--- src/rtl/cordic_result_collector.sv ---
// Pairs CORDIC results with the mode/sequence tag recorded at issue time and
// buffers them in a show-ahead output FIFO, issuing credit so it never overflows.
module cordic_result_collector #(
    parameter int DEPTH = 8,
    parameter int SEQW  = 8
) (
    input  logic                     clk,
    input  logic                     rst_n,
    input  logic                     iss_valid,
    input  logic [3:0]               iss_mode,
    output logic                     iss_ready,
    input  logic                     res_valid,
    input  logic [31:0]              res_data,
    output logic                     m_valid,
    input  logic                     m_ready,
    output logic [31:0]              m_data,
    output logic [3:0]               m_mode,
    output logic [SEQW-1:0]          m_seq,
    output logic                     bad_mode,
    output logic                     proto_err,
    output logic [$clog2(DEPTH):0]   outstanding
);
    localparam int AW = $clog2(DEPTH);
    localparam int CW = AW + 1;
    localparam int TW = 4 + SEQW;
    localparam int RW = 32 + TW;

    logic [TW-1:0]   tag_mem [DEPTH];
    logic [RW-1:0]   res_mem [DEPTH];
    logic [AW-1:0]   tag_wr_ptr_reg;
    logic [AW-1:0]   tag_rd_ptr_reg;
    logic [AW-1:0]   res_wr_ptr_reg;
    logic [AW-1:0]   res_rd_ptr_reg;
    logic [CW-1:0]   res_cnt_reg;
    logic [SEQW-1:0] seq_cnt_reg;

    logic            mode_ok;
    logic            iss_accept;
    logic            res_push;
    logic            res_pop;
    logic [RW-1:0]   push_word;
    logic [AW-1:0]   res_rd_ptr_next;
    logic [CW:0]     credit_used;

    assign mode_ok         = (iss_mode <= 4'd8);
    assign credit_used     = {1'b0, outstanding} + {1'b0, res_cnt_reg};
    assign iss_ready       = (credit_used < (CW+1)'(DEPTH));
    assign iss_accept      = iss_valid & mode_ok & iss_ready;
    // A result with nothing outstanding has no tag to pair with and is dropped.
    assign res_push        = res_valid & (outstanding != '0);
    assign res_pop         = m_valid & m_ready;
    assign push_word       = {res_data, tag_mem[tag_rd_ptr_reg]};
    assign res_rd_ptr_next = res_rd_ptr_reg + 1'b1;
    assign m_valid         = (res_cnt_reg != '0);

    always_ff @(posedge clk) begin
        if (iss_accept)
            tag_mem[tag_wr_ptr_reg] <= {iss_mode, seq_cnt_reg};
    end

    always_ff @(posedge clk) begin
        if (res_push)
            res_mem[res_wr_ptr_reg] <= push_word;
    end

    always_ff @(posedge clk or negedge rst_n) begin
        if (!rst_n) begin
            tag_wr_ptr_reg <= '0;
            tag_rd_ptr_reg <= '0;
            res_wr_ptr_reg <= '0;
            res_rd_ptr_reg <= '0;
            res_cnt_reg    <= '0;
            seq_cnt_reg    <= '0;
            outstanding    <= '0;
            bad_mode       <= 1'b0;
            proto_err      <= 1'b0;
            m_data         <= '0;
            m_mode         <= '0;
            m_seq          <= '0;
        end else begin
            bad_mode <= iss_valid & ~mode_ok;

            if ((iss_valid & mode_ok & ~iss_ready) | (res_valid & (outstanding == '0)))
                proto_err <= 1'b1;

            if (iss_accept) begin
                tag_wr_ptr_reg <= tag_wr_ptr_reg + 1'b1;
                seq_cnt_reg    <= seq_cnt_reg + 1'b1;
            end

            if (res_push) begin
                tag_rd_ptr_reg <= tag_rd_ptr_reg + 1'b1;
                res_wr_ptr_reg <= res_wr_ptr_reg + 1'b1;
            end

            outstanding <= outstanding + CW'(iss_accept) - CW'(res_push);

            if (res_pop)
                res_rd_ptr_reg <= res_rd_ptr_next;

            case ({res_push, res_pop})
                2'b10:   res_cnt_reg <= res_cnt_reg + 1'b1;
                2'b01:   res_cnt_reg <= res_cnt_reg - 1'b1;
                default: res_cnt_reg <= res_cnt_reg;
            endcase

            // Head registers: refill from the next stored entry on a pop, or take
            // the incoming result directly when the FIFO would otherwise go empty.
            if (res_pop) begin
                if (res_cnt_reg > CW'(1))
                    {m_data, m_mode, m_seq} <= res_mem[res_rd_ptr_next];
                else if (res_push)
                    {m_data, m_mode, m_seq} <= push_word;
            end else if (res_push && (res_cnt_reg == '0)) begin
                {m_data, m_mode, m_seq} <= push_word;
            end
        end
    end
endmodule

--- config.mk ---
export PLATFORM = sky130hd
export DESIGN_NAME = cordic_result_collector
export DESIGN_NICKNAME = d
export VERILOG_FILES = /design/src/rtl/cordic_result_collector.sv
export SDC_FILE = /design/constraint.sdc
export NUM_CORES = 1
export LEC_CHECK = 0
export ABC_AREA = 1
export CORE_MARGIN = 2
export CORE_UTILIZATION = 40
export CTS_CLUSTER_DIAMETER = 30
export CTS_CLUSTER_SIZE = 16
export DETAILED_ROUTE_END_ITERATION = 8
export SLEW_MARGIN = 0
export SYNTH_ARGS = -nofsm -noshare
export SYNTH_HDL_FRONTEND = slang
export SYNTH_SLANG_ARGS = --single-unit
--- constraint.sdc ---
create_clock -name clk -period 3.9 [get_ports clk]
set_input_delay 0.78 -clock clk [delete_from_list [all_inputs] [get_ports clk]]
set_output_delay 0.78 -clock clk [all_outputs]
set_load 0.005 [all_outputs]
* Word-level counts from Yosys, hierarchy flattened
Memories as Yosys holds them, arrays and structs flattened.
Cells that the tools add are included.
** Word-level totals
- Flip-flop bits (word level) :: 74
- RAM bits :: 448
- Input port bits :: 41
- Logic and storage cells :: 65
- Output and inout port bits :: 52
- Memories kept :: 2
** Memory list
- res_mem :: words 8, bits a word 44, rd ports 1, clocked after memory_dff 0, write ports 1, line 29 : logic [RW-1:0] res_mem [DEPTH];
- tag_mem :: words 8, bits a word 12, rd ports 1, clocked after memory_dff 0, write ports 1, line 28 : logic [TW-1:0] tag_mem [DEPTH];
** Cells by class
- Order comparisons :: 3
- Multiplexer cells :: 17
- Reductions and logical operators :: 8
- Equal/unequal tests :: 3
- Bitwise gates (word level) :: 10
- $add $sub $neg :: 10
** Operator list (number)
- $mux W32 :: 4
- $mux W8 :: 4
- $mux W4 :: 4
- $add A3 B1 Y3 const B :: 4
- $add A8 B1 Y8 const B :: 1
- $logic_not A4 Y1 :: 2
- $pmux W4 S2 :: 1
- $reduce_bool A4 Y1 :: 2
- $and A1 B1 Y1 :: 7
- $add A4 B4 Y5 :: 1
- $lt A5 B4 Y1 const B :: 1
- $add A4 B1 Y4 :: 1
- $add A4 B1 Y4 const B :: 1
- $gt A4 B1 Y1 const B :: 1
- $le A4 B4 Y1 const B :: 1
- $mux W1 :: 4
- $reduce_bool A2 Y1 :: 2
- $sub A4 B1 Y4 :: 1
- $sub A4 B1 Y4 const B :: 1
- $ne A3 B2 Y1 const B :: 1
- $eq A2 B1 Y1 const B :: 1
- $eq A2 B2 Y1 const B :: 1
- $not A1 Y1 :: 2
- $reduce_and A2 Y1 :: 1
- 2 further kinds :: 2

* Logic depth before layout (Yosys ltp)
Gate-level depths: netlist of the first run.
- Depth after elaboration :: 5
- Gate-level depth with buffers :: 13
- Gate-level depth less buffers :: 12

* Worst setup path before layout of the first run
No wires, ideal clock.
- Path kind :: input port to flip-flop
- From :: in res_valid
- To :: mem res_mem[0][0] (netlist name), enable pin
- Required time :: 3.455 ns
- Arrival time :: 3.079 ns
- Setup slack :: 0.375 ns
- Cell stages on the path :: 3
- Library setup time :: 0.445 ns
- Path buffers :: 0
- Cells stage by stage :: nand2_1 > or2_2 > nor2_1
** Between the ends
- Longest elaborated chain between the ends :: 3
** RTL lines
- from (decl) :: line 12 : input logic res_valid,
- $and A1 B1 Y1 :: line 50 : assign res_push = res_valid & (outstanding != '0);
- $mux W1 :: line 62 : if (res_push)
- $mux W1 (implied by the code) :: line 63 : res_mem[res_wr_ptr_reg] <= push_word;
- to (decl) :: line 29
No other way between the ends.

* Final worst setup path of the first run
- From :: reg outstanding[1]
- To :: out iss_ready
** Between the ends
- Longest elaborated chain between the ends :: 2
** RTL lines
- from (decl) :: line 21 : output logic [$clog2(DEPTH):0] outstanding
- from (signal assigned) :: line 96 : outstanding <= outstanding + CW'(iss_accept) - CW'(res_push);
- $add A4 B4 Y5 :: line 46 : assign credit_used = {1'b0, outstanding} + {1'b0, res_cnt_reg};
- $lt A5 B4 Y1 :: line 47 : assign iss_ready = (credit_used < (CW+1)'(DEPTH));
- to (decl) :: line 11 : output logic iss_ready,
No other way between the ends.

==> impl_metrics.env, run 1 <==
export IMPL_die_h_um=242
export IMPL_yosysSeqAreaShare_pct=67.5
export IMPL_h_tree_depth=3
export IMPL_pre_cts_ws_ps=665
export IMPL_clockRootBuffer="clkbuf_16"
export IMPL_slew_violations=0
export IMPL_first_global_vias=15300
export IMPL_synthCells=2223
export IMPL_relSlewSlack_pct=32.2
export IMPL_rows=87
export IMPL_cp_end_kind="output pin"
export IMPL_setup_viol=0
export IMPL_tightest_slew_ps=1020
export IMPL_hp_class="in2async"
export IMPL_ant_nets=0
export IMPL_grt_overflow_total=0
export IMPL_area_growth_pct=24.7
export IMPL_start_util_pct=40.3
export IMPL_cts_tree="built"
export IMPL_numCtsBuffers=111
export IMPL_die_area_um2=58600
export IMPL_ios=93
export IMPL_die_width_um=242
export IMPL_p_total_mw=25.0
export IMPL_synth_area_um2=22700
export IMPL_fin_crit_ps=3140
export IMPL_p_leak_nw=12.0
export IMPL_postPlaceCellArea_um2=24600
export IMPL_finalSetupTns_ps=0
export IMPL_grtUsageTotal_pct=17.9
export IMPL_viasPerCell=4.76
export IMPL_largest_reg_flops=352
export IMPL_wl_um=52000
export IMPL_synth_nets=2282
export IMPL_irDropWorstVdd_v=0.000630
export IMPL_min_period_over_period_pct=80.6
export IMPL_fin_util_pct=50.3
export IMPL_vias=15300
export IMPL_antenna_found_initial=1
export IMPL_synth_seq_cells=522
export IMPL_cap_violations=0
export IMPL_dp_hpwl_um=28800
export IMPL_drc=0
export IMPL_place_gp_congestion=0.782
export IMPL_final_nets=2422
export IMPL_status="completed"
export IMPL_powerDensity_nw_per_um2=885
export IMPL_post_cts_buffers=0
export IMPL_arrival_ps=2360
export IMPL_critPathMaxFanout=5
export IMPL_hold_violations=0
export IMPL_regMostFlops="res_mem"
export IMPL_ctsResizeCount=0
export IMPL_fin_area_um2=28300
export IMPL_cts_hold_buf=0
export IMPL_worst_slack_ps=758
export IMPL_ys_types=30
export IMPL_path_class="reg2out"
export IMPL_grt_start_max_net_pins=177
export IMPL_drt_iter0_drc=1133
export IMPL_syn_area_per_cell_um2=10.2
export IMPL_coreArea_um2=56300
export IMPL_reg_top3="res_mem (352), tag_mem (96), m_data (32)"
export IMPL_cts_buffer_depth=3
export IMPL_critPathRequiredTime_ps=3120
export IMPL_portBuffers=92
export IMPL_rsz0062_at_grt="false"
export IMPL_grt_pass1_wl_um=83000
export IMPL_insertion_delay_ps=650
export IMPL_layout_drive_gt1_share_pct=10.8
export IMPL_critPathLaunchType="flip-flop"
export IMPL_wire_per_inst_um=16.2
export IMPL_clock_sinks=522
export IMPL_ys_warnings_count=0
export IMPL_diodes=0
export IMPL_firstDrtPassIters=6
export IMPL_fmax_mhz=318
export IMPL_fin_worst_skew_ps=36.2
export IMPL_path_clk_slew_ps=50
==> layer usage <==
metal,global-route usage (%),wire length [µm],vias up
li1,-,-,7501
met1,23.6,23300,7281
met2,29.7,24600,414
met3,3.79,3020,101
met4,5.52,1120,2
met5,0,16,-
==> placed cells by master, fill, tap and decap left out, drive strengths merged, types with 46 or more instances in the layout <==
master         netlist  layout
inv                337     347
nand3              336     336
nor2               250     250
clkinv               2      49
o21ai               46      46
nand2              581     581
clkdlybuf4s50        0      91
clkbuf              36     134
edfxtp             448     448
dfrtp               74      74
==> kinds of logic after synthesis <==
logic type | Yosys count | share of synthesized area, %
AND/OR/NAND/NOR | 1173 | 21.7
flip-flops | 522 | 67.5
buffers and inverters | 442 | 7.91
AO/OA/AOI/OAI | 51 | 1.20
adder cells (fa/ha/maj) | 18 | 1.03
XOR/XNOR | 17 | 0.723
==> critical path, cell delays in order, from the launching register on <==
cell	delay (ps)
dfrtp_1	450
ha_1	330
nand3_1	80
nand2_1	50
a21oi_1	270
clkdlybuf4s50_1	570
==> cells in the mapped netlist <==
| library cell | n | area, µm² |
|---|---|---|
| a21boi_4 | 1 | 18.8 |
| a21oi_1 | 4 | 20.0 |
| buf_1 | 4 | 15.0 |
| buf_2 | 54 | 270 |
| buf_6 | 9 | 101 |
| clkbuf_1 | 35 | 131 |
| clkbuf_2 | 1 | 5.00 |
| clkinv_1 | 2 | 7.51 |
| dfrtp_1 | 74 | 1850 |
| edfxtp_1 | 448 | 13500 |
| fa_1 | 1 | 20.0 |
| ha_1 | 17 | 213 |
| inv_1 | 331 | 1240 |
| inv_2 | 6 | 22.5 |
| nand2_1 | 579 | 2170 |
| nand2_2 | 2 | 12.5 |
| nand3_1 | 335 | 1680 |
| nand3_2 | 1 | 10.0 |
| nand3b_1 | 1 | 7.51 |
| nand4_1 | 2 | 12.5 |
| nor2_1 | 223 | 837 |
| nor2_2 | 27 | 169 |
| nor3_1 | 1 | 5.00 |
| o21ai_0 | 45 | 225 |
| o21ai_2 | 1 | 8.76 |
| or2_2 | 2 | 12.5 |
| xnor2_1 | 9 | 78.8 |
| xnor2_2 | 1 | 16.3 |
| xor2_1 | 6 | 52.6 |
| xor2_2 | 1 | 16.3 |
==> worst paths after layout <==
kind | startpoint | to | slack [ps] | depth (start not counted)
worst min register to register | m_seq[2]$_DFFE_PN0P_ | m_seq[2]$_DFFE_PN0P_ | 490 | 2
worst max register to register | res_rd_ptr_reg[0]$_DFFE_PN0P_ | m_data[2]$_DFFE_PN0P_ | 1330 | 8
worst min-delay path | rst_n | tag_wr_ptr_reg[1]$_DFFE_PN0P_ | 230 | 1
max in group asynchronous | rst_n | m_data[4]$_DFFE_PN0P_ | 2830 | 2
min in group clk | m_seq[2]$_DFFE_PN0P_ | m_seq[2]$_DFFE_PN0P_ | 490 | 2
worst max-delay path | outstanding[1]$_DFF_PN0_ | iss_ready | 760 | 5
==> layout make-up <==
| cell class | count | area, µm² |
|---|---|---|
| fillers | 4956 | 28000 |
| clock inverters | 73 | 762 |
| well taps | 756 | 946 |
| inverters | 339 | 1270 |
| repair buffers | 130 | 1390 |
| flip-flops and latches | 522 | 15300 |
| multi-input cells | 1259 | 5680 |
| clock buffers | 134 | 2920 |
==> metrics by stage <==
step / std cells / hold slack [ps]
floorplan: 2223 / 457
global placement: 3006 / 470
detailed placement: 3006 / 472
CTS: 3213 / 224
global route: 3213 / 260
finish: 3213 / 227
==> power by group <==
| group | internal [mW] | leakage [nW] | switching (mW) |
|---|---|---|---|
| registers | 7.46 | 4.91 | 0.492 |
| clock network | 5.94 | 1.78 | 3.03 |
| logic | 2.70 | 5.28 | 5.40 |
| total | 16.1 | 12.0 | 8.92 |
Note: power is estimated with default switching activity, not from simulation.
==> inputs of run 2 (changes only) <==
clock period = 2.8 ns   (was 3.9 ns; I/O delays follow)
==> run 2 against run 1 <==
  * Clock power grew 45%
  * Final cell count up 0.56%
  * Worst hold slack improved by 270 ps
  * Combinational power grew 43%
  * Global-route usage increased by 0.52 points
  * Die area did not move
  * First-iteration DRC count shrank 2.0%
==> impl_metrics.env, run 2 (synthesized netlist as in run 1, its figures left out) <==
export IMPL_status="completed"
export IMPL_setup_viol=0
export IMPL_wire_per_inst_um=16.6
export IMPL_coreArea_um2=56300
export IMPL_insertion_delay_ps=640
export IMPL_grtUsageTotal_pct=18.4
export IMPL_firstDrtPassIters=5
export IMPL_area_growth_pct=26.1
export IMPL_final_nets=2439
export IMPL_dp_hpwl_um=29000
export IMPL_fin_crit_ps=2640
export IMPL_clock_sinks=522
export IMPL_path_clk_slew_ps=50
export IMPL_wl_um=53500
export IMPL_finalSetupTns_ps=0
export IMPL_die_area_um2=58600
export IMPL_reg_top3="res_mem (352), tag_mem (96), m_data (32)"
export IMPL_worstPathBufferInverterCount=2
export IMPL_regArea_um2=15300
export IMPL_crit_slowest_cell="clkdlybuf4s50_1"
export IMPL_powerDensity_nw_per_um2=1250
export IMPL_ios=93
export IMPL_layout_drive_gt1_share_pct=11.7
export IMPL_drc=0
export IMPL_arrival_ps=2080
export IMPL_crit_chain="inv_1 > ha_1 > nand2_1 > clkdlybuf4s50_1"
export IMPL_tightest_slew_ps=880
export IMPL_critPathLaunchType="flip-flop"
export IMPL_slew_violations=0
export IMPL_drt_iter0_drc=1110
export IMPL_h_tree_depth=3
export IMPL_regMostFlops="res_mem"
export IMPL_cts_tree="built"
export IMPL_vias=15400
export IMPL_critPathMaxFanout=5
export IMPL_place_gp_congestion=0.784
export IMPL_viasPerCell=4.78
export IMPL_ant_nets=0
export IMPL_grt_overflow_total=0
export IMPL_critPathRequiredTime_ps=2240
export IMPL_layout_common_cells="nand2_1 (579), edfxtp_1 (448), nand3_1 (335)"
export IMPL_start_util_pct=40.3
export IMPL_p_leak_nw=12.2
export IMPL_portBuffers=92
export IMPL_numCtsBuffers=108
export IMPL_irDropWorstVdd_v=0.00111
export IMPL_hold_violations=0
export IMPL_ff2ff_path_depth=12
export IMPL_relSlewSlack_pct=41.4
export IMPL_diodes=0
export IMPL_cts_buffer_depth=3
export IMPL_rrSetupSlack_ps=370
export IMPL_p_total_mw=35.7
export IMPL_multiInputGateArea_um2=5690
export IMPL_hold_end="m_seq[6]$_DFFE_PN0P_"
export IMPL_hold_start="m_seq[6]$_DFFE_PN0P_"
export IMPL_rsz0062_at_grt="false"
export IMPL_die_width_um=242
export IMPL_cap_violations=0
export IMPL_fin_worst_skew_ps=25.7
export IMPL_clockRootBuffer="clkbuf_16"
export IMPL_largest_reg_flops=352
export IMPL_hold_path_cell_count=2
export IMPL_fillCellCount=4891
export IMPL_reg2reg_from="res_cnt_reg[1]$_DFFE_PN0P_"
export IMPL_timing_rr_end="outstanding[2]$_DFF_PN0_"
export IMPL_min_period_over_period_pct=94.3
export IMPL_die_h_um=242
export IMPL_grt_pass1_wl_um=84700
export IMPL_cp_end_kind="output pin"
export IMPL_fmax_mhz=379
export IMPL_path_class="reg2out"
export IMPL_hp_class="reg2reg"
export IMPL_grt_start_max_net_pins=89
export IMPL_layout_cells_most_common="nand2_1"
export IMPL_antenna_found_initial=3
export IMPL_slowest_delay_ps=540
export IMPL_first_global_vias=15500
export IMPL_crit_family="buffers and inverters"
export IMPL_rows=87
## run 2: tightest hold or removal path, delay by kind of cell (launching register included)
family / cells / cell delay [ps]
flip-flops: 1 / 340
AND/OR/NAND/NOR: 2 / 120
## run 2: area by class of cell
cell class              count  area share (%)
well taps                 756            3.31
flip-flops and latches    522            53.5
inverters                 339            4.46
clock buffers             122            9.92
repair buffers            150            5.67
multi-input cells        1259            19.9
clock inverters            83            3.27
## run 2: metrics by stage
step           utilization [%]  worst slack, ps  hold WS, ps  instance area [µm²]  instances
4_1_cts                   50.8             32.2          464                28600       3231
3_5_place_dp              44.1            -54.8          476                24800       3023
6_report                  50.9              160          495                28600       3231
5_1_grt                   50.9             46.6          503                28600       3231
3_3_place_gp              44.1            -55.8          475                24800       3023
2_1_floorplan                -             -692          264                22700       2223
## run 2: repair_timing
action,CTS,global route
setup buffers,2,0
hold buffers,1,0
endpoints found under the hold margin,35,0
gates cloned,0,0
gates resized for setup,3,2
setup endpoints to repair,1,2
pin swaps,1,0
## run 2: layer usage
layer	GRT usage, %	vias to the layer above	wire [µm]
met4	5.77	4	1110
li1	-	7538	-
met1	24.1	7401	23700
met2	30.6	407	25600
met3	4.07	98	3110
met5	0	-	18
## run 2: report_power, final
group          internal (mW)  switching, mW  leakage [nW]
logic                   3.96           7.64          5.43
registers               10.4          0.733          4.91
clock network           8.89           4.11          1.82
## run 2: how the worst max path moves through the flow
stage | start | to | slack, ps | cells after the start
2_1_floorplan | outstanding[2]$_DFF_PN0_ | res_mem[0][0]$_DFFE_PP_ | -690 | 6
3_3_place_gp | iss_mode[1] | outstanding[1]$_DFF_PN0_ | -60 | 13
3_5_place_dp | iss_mode[1] | outstanding[2]$_DFF_PN0_ | -50 | 13
4_1_cts | res_cnt_reg[1]$_DFFE_PN0P_ | iss_ready | 30 | 5
5_1_grt | res_cnt_reg[0]$_DFFE_PN0P_ | m_valid | 50 | 4
6_report | res_cnt_reg[0]$_DFFE_PN0P_ | m_valid | 160 | 4
==> inputs of run 3 (changes only) <==
PLACE_DENSITY = 0.57   (was not set)
==> run 3 against run 2 <==
  * Critical endpoint unchanged
  * Critical path type unchanged
  * Worst hold slack worse by 23 ps
  * Global-route usage rose by 0.31 points
  * Wire length up 1.3%
==> impl_metrics.env, run 3 (synthesized netlist as in run 1, its figures left out) <==
export IMPL_status="completed"
export IMPL_path_clk_slew_ps=40
export IMPL_crit_chain="inv_1 > ha_1 > nand2_1 > clkdlybuf4s50_1"
export IMPL_die_area_um2=58600
export IMPL_rsz0062_at_grt="false"
export IMPL_rrSetupSlack_ps=370
export IMPL_powerDensity_nw_per_um2=1250
export IMPL_portBuffers=92
export IMPL_path_class="reg2out"
export IMPL_area_growth_pct=26.9
export IMPL_clock_sinks=522
export IMPL_irDropWorstVdd_v=0.00105
export IMPL_die_width_um=242
export IMPL_cts_buffer_depth=3
export IMPL_worstPathBufferInverterCount=2
export IMPL_ff2ff_path_depth=11
export IMPL_diodes=0
export IMPL_fmax_mhz=374
export IMPL_cts_tree="built"
export IMPL_reg_top3="res_mem (352), tag_mem (96), m_data (32)"
export IMPL_p_leak_nw=12.3
export IMPL_slowest_delay_ps=540
export IMPL_wire_per_inst_um=16.7
export IMPL_regMostFlops="res_mem"
export IMPL_fin_worst_skew_ps=56.2
export IMPL_rows=87
export IMPL_tightest_slew_ps=701
export IMPL_grt_pass1_wl_um=86100
export IMPL_ios=93
export IMPL_insertion_delay_ps=650
export IMPL_min_period_over_period_pct=95.5
export IMPL_critPathLaunchType="flip-flop"
export IMPL_p_total_mw=36.0
export IMPL_grtUsageTotal_pct=18.7
export IMPL_wl_um=54200
export IMPL_viasPerCell=4.75
export IMPL_layout_drive_gt1_share_pct=12.4
export IMPL_place_gp_congestion=0.771
export IMPL_ant_nets=0
export IMPL_crit_slowest_cell="clkdlybuf4s50_1"
export IMPL_numCtsBuffers=112
export IMPL_cp_end_kind="output pin"
export IMPL_fin_crit_ps=2670
export IMPL_arrival_ps=2110
export IMPL_antenna_found_initial=1
export IMPL_h_tree_depth=3
export IMPL_relSlewSlack_pct=53.3
export IMPL_vias=15400
export IMPL_slew_violations=0
export IMPL_worst_slack_ps=126
export IMPL_die_h_um=242
export IMPL_placed_cells=3032
export IMPL_pre_cts_ws_ps=-82.9
export IMPL_grt_start_max_net_pins=153
export IMPL_critPathRequiredTime_ps=2240
export IMPL_critPathMaxFanout=5
export IMPL_grt_overflow_total=0
export IMPL_dp_hpwl_um=30600
export IMPL_first_global_vias=15700
export IMPL_start_util_pct=40.3
export IMPL_drt_iter0_drc=966
export IMPL_setup_viol=0
export IMPL_drc=0
export IMPL_layoutNonFillerInstCount=3246
export IMPL_hold_ws_ps=472
export IMPL_fin_util_pct=51.2
export IMPL_crit_family="buffers and inverters"
export IMPL_cap_violations=0
export IMPL_hp_class="in2async"
export IMPL_layout_common_cells="nand2_1 (579), edfxtp_1 (448), nand3_1 (335)"
export IMPL_final_nets=2453
export IMPL_layout_cells_most_common="nand2_1"
export IMPL_cp_depth=4
export IMPL_largest_reg_flops=352
export IMPL_hold_violations=0
export IMPL_firstDrtPassIters=7
export IMPL_coreArea_um2=56300
export IMPL_clockRootBuffer="clkbuf_16"
-- run 3: worst paths after layout --
check	start	to
worst max register to register	outstanding[2]$_DFF_PN0_	outstanding[2]$_DFF_PN0_
min in group clk	proto_err$_DFFE_PN0P_	proto_err$_DFFE_PN0P_
max in group asynchronous	rst_n	m_data[14]$_DFFE_PN0P_
worst min-delay path	rst_n	tag_wr_ptr_reg[2]$_DFFE_PN0P_
worst min register to register	proto_err$_DFFE_PN0P_	proto_err$_DFFE_PN0P_
worst max-delay path	res_cnt_reg[0]$_DFFE_PN0P_	m_valid
-- run 3: layer usage --
layer / track usage (%) / share of wire (%) / wire length, µm / vias to the layer above
met2: 31.1 / 48 / 26200 / 375
met3: 3.99 / 5.2 / 2820 / 86
li1: - / - / - / 7564
met4: 5.66 / 1.8 / 993 / 2
met5: 0 / 0.020 / 11 / -
met1: 24.7 / 45 / 24200 / 7407
-- run 3: stage by stage --
| stage | cell area, µm² | TNS [ps] |
|---|---|---|
| after detailed placement | 24900 | -1440 |
| after CTS | 28800 | 0 |
| after floorplan | 22700 | -121870 |
| after global routing | 28800 | 0 |
| after global placement | 24900 | -88.9 |
| final | 28800 | 0 |
-- run 3: final cells by class --
class,count,area (µm²)
timing repair buffer,160,1720
multi-input combinational,1259,5690
inverter,339,1270
sequential,522,15300
tap,756,946
clock buffer,140,3050
fill,4988,27500
clock inverter,70,798
-- run 3: where the power goes --
group | leakage (nW) | total (mW) | internal [mW] | switching [mW]
logic | 5.48 | 11.8 | 4.11 | 7.70
registers | 4.91 | 11.1 | 10.4 | 0.738
clock network | 1.88 | 13.0 | 8.86 | 4.16
total | 12.3 | 36.0 | 23.4 | 12.6
-- run 3: repair_timing --
| action | CTS | global route |
|---|---|---|
| setup buffers | 3 | 0 |
| hold buffers | 1 | 0 |
| hold endpoints to repair | 42 | 0 |
| gates resized for setup | 3 | 0 |
| endpoints found under the setup margin | 1 | 0 |
-- run 3: worst reg2reg max path, stage by stage, from the launching register on --
cell and delay, ps:
dfrtp_1 400, inv_1 100, ha_1 150, nand3_1 130, nand2_1 230, clkinv_1 190
ha_1 300, inv_1 60, ha_1 160, inv_1 60, fa_1 390, xnor2_1 140
